### config.mk
export PLATFORM = sky130hd
export DESIGN_NAME = apb4_mst
export DESIGN_NICKNAME = d
export VERILOG_FILES = /design/src/rtl/apb4_mst_pkg.sv /design/src/rtl/apb4_mst_tmo.sv /design/src/rtl/dffer.sv /design/src/rtl/apb4_mst.sv
export SDC_FILE = /design/constraint.sdc
export NUM_CORES = 1
export LEC_CHECK = 0
export CELL_PAD_IN_SITES_DETAIL_PLACEMENT = 0
export CELL_PAD_IN_SITES_GLOBAL_PLACEMENT = 2
export CORE_ASPECT_RATIO = 1.4
export CORE_MARGIN = 2
export CORE_UTILIZATION = 27
export CTS_BUF_LIST = sky130_fd_sc_hd__clkbuf_8
export DETAILED_ROUTE_END_ITERATION = 8
export PLACE_DENSITY = 0.84
export SYNTH_ARGS = -nofsm -noshare
export SYNTH_HDL_FRONTEND = slang
export SYNTH_SLANG_ARGS = --single-unit
### constraint.sdc
create_clock -name apb4_pclk -period 6.85 [get_ports apb4_pclk]
set_input_delay 1.0275 -clock apb4_pclk [delete_from_list [all_inputs] [get_ports apb4_pclk]]
set_output_delay 1.0275 -clock apb4_pclk [all_outputs]
set_load 0.02 [all_outputs]
### src/rtl/apb4_mst_pkg.sv
`default_nettype none
// ============================================================================
// Module   : apb4_mst_pkg
// Brief    : Shared state encoding and constants for the APB4 initiator.
// Revision : 1.0 - initial release
// ============================================================================
package apb4_mst_pkg;

    localparam int c_apb4_pprot_width = 3;

    typedef enum logic [1:0] {
        IDLE   = 2'd0,
        SETUP  = 2'd1,
        ACCESS = 2'd2,
        RESP   = 2'd3
    } apb4_state_e;

endpackage
`default_nettype wire

### src/rtl/apb4_mst_tmo.sv
`default_nettype none
// ============================================================================
// Module   : apb4_mst_tmo
// Brief    : Loadable saturating PREADY timeout counter; limit 0 disables.
// Revision : 1.0 - initial release
// ============================================================================
module apb4_mst_tmo #(
    parameter int TMO_WIDTH = 8
) (
    input  logic                 clk,
    input  logic                 rst_n,
    input  logic                 i_clr,
    input  logic                 i_load,
    input  logic                 i_en,
    input  logic [TMO_WIDTH-1:0] i_limit,
    output logic                 o_expire
);

    localparam logic [TMO_WIDTH-1:0] c_one = {{(TMO_WIDTH-1){1'b0}}, 1'b1};

    logic [TMO_WIDTH-1:0] r_cnt;
    logic [TMO_WIDTH-1:0] r_limit;

    always_ff @(posedge clk or negedge rst_n) begin
        if (!rst_n) begin
            r_cnt   <= '0;
            r_limit <= '0;
        end else begin
            if (i_load) begin
                r_limit <= i_limit;
            end
            // Saturate at all-ones so a disabled timeout never wraps into a match.
            if (i_clr) begin
                r_cnt <= '0;
            end else if (i_en && (r_cnt != '1)) begin
                r_cnt <= r_cnt + c_one;
            end
        end
    end

    assign o_expire = (r_limit != '0) && (r_cnt == (r_limit - c_one));

endmodule
`default_nettype wire

### src/rtl/dffer.sv
`default_nettype none
// ============================================================================
// Module   : dffer
// Brief    : Enable flop bank with asynchronous active-low reset to zero.
// Revision : 1.0 - initial release
// ============================================================================
module dffer #(
    parameter int WIDTH = 1
) (
    input  logic             clk,
    input  logic             rst_n,
    input  logic             i_en,
    input  logic [WIDTH-1:0] i_d,
    output logic [WIDTH-1:0] o_q
);

    always_ff @(posedge clk or negedge rst_n) begin
        if (!rst_n) begin
            o_q <= '0;
        end else if (i_en) begin
            o_q <= i_d;
        end
    end

endmodule
`default_nettype wire

### src/rtl/apb4_mst.sv
`default_nettype none
// ============================================================================
// Module   : apb4_mst
// Brief    : APB4 initiator bridging a valid/ready command/response stream.
// Revision : 1.0 - initial release
// ============================================================================
module apb4_mst
    import apb4_mst_pkg::*;
#(
    parameter int ADDR_WIDTH = 32,
    parameter int DATA_WIDTH = 32,
    parameter int TMO_WIDTH  = 8
) (
    input  logic                          apb4_pclk,
    input  logic                          apb4_presetn,
    input  logic                          cmd_valid_i,
    output logic                          cmd_ready_o,
    input  logic                          cmd_write_i,
    input  logic [ADDR_WIDTH-1:0]         cmd_addr_i,
    input  logic [DATA_WIDTH-1:0]         cmd_wdata_i,
    input  logic [DATA_WIDTH/8-1:0]       cmd_strb_i,
    input  logic [c_apb4_pprot_width-1:0] cmd_prot_i,
    output logic                          rsp_valid_o,
    input  logic                          rsp_ready_i,
    output logic [DATA_WIDTH-1:0]         rsp_rdata_o,
    output logic                          rsp_err_o,
    output logic                          rsp_tmo_o,
    input  logic [TMO_WIDTH-1:0]          tmo_cyc_i,
    output logic                          busy_o,
    output logic [ADDR_WIDTH-1:0]         apb4_paddr,
    output logic [c_apb4_pprot_width-1:0] apb4_pprot,
    output logic                          apb4_psel,
    output logic                          apb4_penable,
    output logic                          apb4_pwrite,
    output logic [DATA_WIDTH-1:0]         apb4_pwdata,
    output logic [DATA_WIDTH/8-1:0]       apb4_pstrb,
    input  logic                          apb4_pready,
    input  logic [DATA_WIDTH-1:0]         apb4_prdata,
    input  logic                          apb4_pslverr
);

    localparam int c_strb_width = DATA_WIDTH / 8;
    localparam int c_ctl_width  = 1 + ADDR_WIDTH + c_apb4_pprot_width;
    localparam int c_rsp_width  = DATA_WIDTH + 2;

    apb4_state_e r_state;
    apb4_state_e w_state_nxt;
    logic        r_psel;
    logic        r_penable;
    logic        r_rsp_valid;
    logic        r_cmd_ready;
    logic        w_psel_nxt;
    logic        w_penable_nxt;
    logic        w_rsp_valid_nxt;
    logic        w_cmd_ready_nxt;
    logic        w_cmd_hs;
    logic        w_rsp_hs;
    logic        w_expire;
    logic        w_done;

    logic [c_ctl_width-1:0]  w_ctl_d;
    logic [c_ctl_width-1:0]  w_ctl_q;
    logic [c_strb_width-1:0] w_strb_d;
    logic [c_rsp_width-1:0]  w_rsp_d;
    logic [c_rsp_width-1:0]  w_rsp_q;

    assign w_cmd_hs = cmd_valid_i && r_cmd_ready;
    assign w_rsp_hs = r_rsp_valid && rsp_ready_i;
    assign w_done   = (r_state == ACCESS) && (apb4_pready || w_expire);

    always_comb begin
        w_state_nxt = r_state;
        case (r_state)
            IDLE:    if (w_cmd_hs) w_state_nxt = SETUP;
            SETUP:   w_state_nxt = ACCESS;
            ACCESS:  if (apb4_pready || w_expire) w_state_nxt = RESP;
            RESP:    if (w_rsp_hs) w_state_nxt = IDLE;
            default: w_state_nxt = IDLE;
        endcase
        // Handshake/bus strobes are registered from the next state so reset forces them low.
        w_psel_nxt      = (w_state_nxt == SETUP) || (w_state_nxt == ACCESS);
        w_penable_nxt   = (w_state_nxt == ACCESS);
        w_rsp_valid_nxt = (w_state_nxt == RESP);
        w_cmd_ready_nxt = (w_state_nxt == IDLE);
    end

    always_ff @(posedge apb4_pclk or negedge apb4_presetn) begin
        if (!apb4_presetn) begin
            r_state     <= IDLE;
            r_psel      <= 1'b0;
            r_penable   <= 1'b0;
            r_rsp_valid <= 1'b0;
            r_cmd_ready <= 1'b0;
        end else begin
            r_state     <= w_state_nxt;
            r_psel      <= w_psel_nxt;
            r_penable   <= w_penable_nxt;
            r_rsp_valid <= w_rsp_valid_nxt;
            r_cmd_ready <= w_cmd_ready_nxt;
        end
    end

    assign w_ctl_d  = {cmd_write_i, cmd_addr_i, cmd_prot_i};
    assign w_strb_d = cmd_write_i ? cmd_strb_i : '0;

    dffer #(.WIDTH(c_ctl_width)) u_ctl_reg (
        .clk   (apb4_pclk),
        .rst_n (apb4_presetn),
        .i_en  (w_cmd_hs),
        .i_d   (w_ctl_d),
        .o_q   (w_ctl_q)
    );

    // Write data only loads on writes so PWDATA stays quiet across reads.
    dffer #(.WIDTH(DATA_WIDTH)) u_wdata_reg (
        .clk   (apb4_pclk),
        .rst_n (apb4_presetn),
        .i_en  (w_cmd_hs && cmd_write_i),
        .i_d   (cmd_wdata_i),
        .o_q   (apb4_pwdata)
    );

    dffer #(.WIDTH(c_strb_width)) u_strb_reg (
        .clk   (apb4_pclk),
        .rst_n (apb4_presetn),
        .i_en  (w_cmd_hs),
        .i_d   (w_strb_d),
        .o_q   (apb4_pstrb)
    );

    assign w_rsp_d = {
        (apb4_pready && !apb4_pwrite) ? apb4_prdata : {DATA_WIDTH{1'b0}},
        apb4_pready ? apb4_pslverr : 1'b1,
        !apb4_pready
    };

    dffer #(.WIDTH(c_rsp_width)) u_rsp_reg (
        .clk   (apb4_pclk),
        .rst_n (apb4_presetn),
        .i_en  (w_done),
        .i_d   (w_rsp_d),
        .o_q   (w_rsp_q)
    );

    apb4_mst_tmo #(.TMO_WIDTH(TMO_WIDTH)) u_tmo (
        .clk      (apb4_pclk),
        .rst_n    (apb4_presetn),
        .i_clr    (w_cmd_hs),
        .i_load   (w_cmd_hs),
        .i_en     (r_state == ACCESS),
        .i_limit  (tmo_cyc_i),
        .o_expire (w_expire)
    );

    assign {apb4_pwrite, apb4_paddr, apb4_pprot} = w_ctl_q;
    assign {rsp_rdata_o, rsp_err_o, rsp_tmo_o}   = w_rsp_q;

    assign cmd_ready_o  = r_cmd_ready;
    assign rsp_valid_o  = r_rsp_valid;
    assign apb4_psel    = r_psel;
    assign apb4_penable = r_penable;
    assign busy_o       = (r_state != IDLE);

endmodule
`default_nettype wire

; Yosys cells after proc, flatten, opt, wreduce, memory -nomap -nowiden
; Index checks and enable logic that the tools add are counted.
[totals]
output_inout_bits = 111
ff_bits = 128
word_cells = 46
[classes]
n_reduce_logical = 16
n_eq_ne = 8
add_sub_neg = 2
mux = 9
[ops]
columns = op, n
row1 = $mux 32, 1
row2 = $mux 8, 2
row3 = $add 8x1->8 const B, 1
row4 = $eq 2x2->1 const B, 4
row5 = $eq 8x8->1, 1
row6 = $ne 8x8->1 const B, 1
row7 = $pmux 2 s4, 1
row8 = $reduce_bool 8->1, 1
row9 = $sub 8x1->8 const B, 1
row10 = $logic_and 1x1->1, 7
row11 = $mux 2, 3
row12 = $eq 2x1->1 const B, 2
row13 = $logic_not 2->1, 2
row14 = $mux 4, 1
row15 = $reduce_bool 2->1, 2
row16 = $logic_not 1->1, 2
row17 = $logic_or 1x1->1, 2
row18 = $mux 1, 1

; Logic depth before layout (Yosys ltp)
[logic_depth]
depth_word = 8
depth_mapped = 8
mapped_depth_nobuf = 8

; By module
; Synthesis repeated with hierarchy kept, for this count alone.
[unflattened]
cells_unflattened = 392
area_unflattened_um2 = 5960.7
[by_module_without_submodules]
columns = mod, n_inst, area_each_um2, cells_each
row1 = dffer at u_ctl_reg, 1, 1490.2, 76
row2 = dffer at u_rsp_reg, 1, 1417.6, 72
row3 = dffer at u_wdata_reg, 1, 1345.0, 68
row4 = apb4_mst_tmo, 1, 1002.2, 103
row5 = apb4_mst, 1, 560.5, 65
row6 = dffer at u_strb_reg, 1, 145.1, 8

; Worst setup path before layout
; OpenSTA, ideal clock, no wires.
[synth_timing]
path_type = register to register
startpoint = register u_tmo.r_limit[0]
endpoint = register r_psel, in the netlist apb4_psel
n_path_buf = 0
setup_time_ps = 126
t_arrival_ps = 2281
path_stages_with_launch = 9
period_less_slack_ps = 2407
path_slack_ps = 4443
required_ps = 6724
path_cell_list = dfrtp_1 > inv_1 > ha_1 > nor3b_1 > nand2_1 > xnor2_1 > nor4_4 > or4_2 > ha_1
[synth_via]
elab_chain_len = 8
[synth_lines]
columns = element, line_no
row1 = "start, declared", apb4_mst_tmo.sv:22  ; logic [TMO_WIDTH-1:0] r_limit;
row2 = "start signal, assigned", apb4_mst_tmo.sv:30  ; r_limit <= i_limit;
row3 = $sub 8x1->8, apb4_mst_tmo.sv:41  ; assign o_expire = (r_limit != '0) && (r_cnt == (r_limit - c_one));
row4 = $eq 8x8->1, apb4_mst_tmo.sv:41
row5 = $logic_and 1x1->1 (*), apb4_mst_tmo.sv:41
row6 = $logic_or 1x1->1 (*), apb4_mst.sv:76  ; ACCESS: if (apb4_pready || w_expire) w_state_nxt = RESP;
row7 = $mux 2 (*), apb4_mst.sv:76
row8 = $pmux 2 s4 (*), apb4_mst.sv:73  ; case (r_state)
row9 = $eq 2x1->1 or $eq 2x2->1 (tied branches), apb4_mst.sv:81  ; w_psel_nxt = (w_state_nxt == SETUP) || (w_state_nxt == ACCESS);
row10 = $logic_or 1x1->1 (*), apb4_mst.sv:81
row11 = net w_psel_nxt, apb4_mst.sv:52  ; logic w_psel_nxt;
row12 = "end signal, assigned", apb4_mst.sv:96  ; r_psel <= w_psel_nxt;
row13 = "end, declared", apb4_mst.sv:48  ; logic r_psel;
; Mark *: on every way through the listed nets, which the timed path passes. The rest lies on a longest branch.
; A chain may end at the register's enable or synchronous reset.

; Worst setup path in the final report
[layout_timing]
startpoint = input cmd_valid_i
endpoint = register u_wdata_reg.o_q[9]
[layout_via]
elab_chain_len = 2
[layout_lines]
columns = element, line_no
row1 = "start, declared", apb4_mst.sv:16  ; input logic cmd_valid_i,
row2 = $logic_and 1x1->1, apb4_mst.sv:67  ; assign w_cmd_hs = cmd_valid_i && r_cmd_ready;
row3 = $logic_and 1x1->1, apb4_mst.sv:118  ; .i_en (w_cmd_hs && cmd_write_i),
row4 = "end signal, assigned", dffer.sv:21  ; o_q <= i_d;
row5 = "end, declared", dffer.sv:14  ; output logic [WIDTH-1:0] o_q
; No other way between the ends.

==> results.ini <==
[critical_path]
worst-endpoint-required_ns = 7.16
slowest_stage = clkdlybuf4s50_1
timing.critical_path.slowest_cell_delay_ns = 0.49
endpoint_kind = flop
timing.critical_path.mode_cell = buf_4
r2r_slack_ns = 4.03
crit_path_category = in -> reg
startpoint_type = input pin
crit_cells = 6
critical_path.cell_chain = clkdlybuf4s50_1 -> and2_2 -> buf_4 -> nand2_1 -> buf_4 -> mux2_2
critical-path-top-delay-family = buffers and inverters
critPathArrivalTime_ns = 3.31
reg2regPathDepth = 9
cp_num_buf_inv = 3
timing.critical_path.fanout_max = 58

[clocking]
number_of_buffers_added_by_the_clock_tree_synthesis_step = 17
clock_sinks = 128
cts.clk_slew.worst_paths_ns = 0.07
cts_tree = done
post_cts.resized_instances = 0
postCtsSetupRepairBufs = 0
post_cts_hold_buffer_count = 0
cts-root-to-sink-buffers = 2
clock-root-buffer = clkbuf_8
clock_latency_ns = 0.43
cts_max_level = 4

[timing]
timing.final.crit_period_ns = 2.999
achievable-frequency_mhz = 333.5
rel_slew_slack_pct = 22.79
finalMaxSlewViolations = 0
report.final.hold_viol_count = 0
postLayoutSetupSlackWorst_ns = 3.851
fin_tns_setup_ns = 0
layout_worst_path_cycle_share_pct = 43.77
worst_pin_slew_ns = 1.154
grt_setup_unrepaired = false
timing.clock.skew_ns = 0.01250
finalSetupViolations = 0

[placement]
gp_congestion = 0.8076
place.detailed.hpwl_um = 10820
port_buffers = 228
pre_cts_slack_ns = 3.375

[routing]
drtIter0Drc = 186
route.final.wire_length_um = 14890
via_to_cell_ratio = 4.426
ant_nets = 0
drtPass1Iterations = 4
drc = 0
detail_route.wl_per_cell_um = 14.97
routed-via-count = 4399

[global_routing]
grt_pass1_wl_um = 23490
grt_max_degree = 68
number_of_antenna_violations_at_the_first_check_in_global_routing = 0
grt_pass1_vias = 4690
grt-ovfl-total = 0
grt_usage_pct = 14.51

[power_and_ir_drop]
power_density_nw_per_um2 = 461.6
irDropWorstVdd_v = 0.0001661
power.leakage_nw = 3.679

[logic_synthesis]
distinct_cell_type_count_after_synthesis = 40
post_synthesis_average_cell_area_um2 = 10.33
synth.area.top_cells = dfrtp_1 (61%), nand2_1 (15%), mux2_2 (6.8%), o22ai_1 (3.5%), xnor2_1 (1.8%)
synth_xor_area_share_pct = 2.648
synth_adder_area_share_pct = 1.182
multiplexer_share_of_the_synthesized_area_pct = 6.999
yosys.area_share.simple_pct = 20.00
synth_top_cell_area_share_pct = 60.53
synth_seq_cells = 128
combinational_family_with_the_most_area_after_synthesis = simple AND/OR/NAND/NOR gates
yosysSeqAreaShare_pct = 60.53
netlist_area_before_placement_um2 = 5291
synth_compound_area_share_pct = 5.841
syn_inst = 512
synth_edf_count = 0
synthesis.yosys.warnings = 0
synthesized_net_count = 635
postSynth.topFlopCell = dfrtp_1
synth-async-reset-ratio_pct = 100.0
synth_largest_area_cell = dfrtp_1

[floorplan]
die-area_um2 = 20750
fp.dieH_um = 169.6
io_pins = 229
floorplan.core_area_um2 = 19220
die_width_um = 122.3
initial_utilization_pct = 27.53
std_cell_rows = 60

[finish]
final_layout_size_suffix_gt1_share_pct = 11.26
antenna-diode-count = 0
fin_nets = 857
area_growth_from_synthesis_to_layout_pct = 56.25

[min_path]
hp-class = reg -> reg
whs_path_depth = 2

[job]
max-cap-violations = 0

[status]
status = completed

==> cell type report <==
cell class | instances | area, um^2
inverter | 3 | 11.26
clock inverter | 14 | 239.0
sequential | 128 | 3203
tap | 248 | 310.3
fill | 1875 | 10950
timing repair buffer | 233 | 2321
multi-input combinational | 351 | 1949
clock buffer | 17 | 234.0
==> registers in the layout (all words and copies together) (netlist names) <==
register	cells
apb4_penable	1
u_tmo.r_limit	8
u_ctl_reg.o_q	36
u_rsp_reg.o_q	34
cmd_ready_o	1
u_wdata_reg.o_q	32
u_strb_reg.o_q	4
apb4_psel	1
r_state	2
u_tmo.r_cnt	8
rsp_valid_o	1
==> metal layers <==
metal  share of wire, %  global-route usage (%)  wire length, um  vias to the layer above
li1                   -                       -                -                     2132
met1                 37                   16.05             5541                     2115
met2                 53                   25.36             7947                      135
met3                7.6                   5.544             1137                       17
met4                1.7                   4.698              259                        0
met5                  0                       0                0                        -
==> report_power, final <==
group          leakage [nW]  internal (mW)  switching, mW
sequential             1.63           1.09          0.229
clock                 0.228          0.469          0.306
combinational          1.82          0.842          0.881
==> stage by stage <==
step | hold slack, ns | cell area [um^2] | total power [mW] | std cells | utilization, %
after floorplan | 0.4893 | 5291 | 2.240 | 512 | -
after global placement | 0.4588 | 7795 | 3.038 | 963 | 40.56
after detailed placement | 0.4597 | 7795 | 3.082 | 963 | 40.56
after CTS | 0.4803 | 8268 | 3.879 | 994 | 43.02
after global routing | 0.4920 | 8268 | 4.066 | 994 | 43.02
final | 0.4775 | 8268 | 3.817 | 994 | 43.02
==> path summary, 6_finish.rpt <==
check	to	from
worst max-delay path	u_wdata_reg.o_q[9]	cmd_valid_i
worst min-delay path	u_strb_reg.o_q[0]	u_strb_reg.o_q[0]
worst max register to register	apb4_psel	u_tmo.r_limit[0]
worst min register to register	u_strb_reg.o_q[0]	u_strb_reg.o_q[0]
max in group asynchronous	u_wdata_reg.o_q[11]	apb4_presetn
min in group asynchronous	u_ctl_reg.o_q[11]	apb4_presetn
==> cell families after synthesis <==
family | count (synthesis)
AO/OA/AOI/OAI | 46
XOR/XNOR | 16
adder cells (fa/ha/maj) | 5
buffers and inverters | 33
flip-flops | 128
multiplexers | 33
AND/OR/NAND/NOR | 251
==> worst register-to-register path, stage by stage, from the launching register on <==
cell and delay, ns:
dfrtp_1 0.43, inv_1 0.09, ha_1 0.24, nor3b_1 0.26, nand2_1 0.10, xnor2_1 0.24
nor4_4 0.08, buf_4 0.27, or4_2 0.71, ha_1 0.30
==> synthesized netlist by cell type (4+ instances only) <==
| library cell | count |
|---|---|
| nor3_1 | 4 |
| clkbuf_1 | 21 |
| xnor2_1 | 11 |
| dfrtp_1 | 128 |
| nor2_1 | 9 |
| nand2_1 | 206 |
| ha_1 | 5 |
| mux2_2 | 32 |
| o22ai_1 | 30 |
| xor2_1 | 5 |
| a21oi_1 | 5 |
| nand3_1 | 6 |
| buf_1 | 5 |
==> placed cells by master, fill, tap and decap left out, types with 2 or more instances in the layout <==
master           netlist  layout
a21oi_1                5       5
and2_1                 3       2
and3_1                 2       2
and4_1                 2       2
buf_4                  0       5
bufinv_16              0       6
clkbuf_8               0      17
clkdlybuf4s50_1        0     227
clkinv_2               0       2
clkinv_4               0       2
clkinvlp_4             0       3
dfrtp_1              128     128
ha_1                   5       5
inv_1                  3       3
mux2_2                32      32
nand2_1              206     204
nand2_2                0       2
nand3_1                6       6
nand4_1                3       3
nor2_1                 9       9
nor3_1                 4       4
nor3b_1                2       2
nor4_1                 2       2
o21ai_0                3       3
o22ai_1               30      30
o22ai_2                3       3
or4_2                  2       2
xnor2_1               11      11
xor2_1                 5       5
Note: power is estimated with default switching activity, not from simulation.
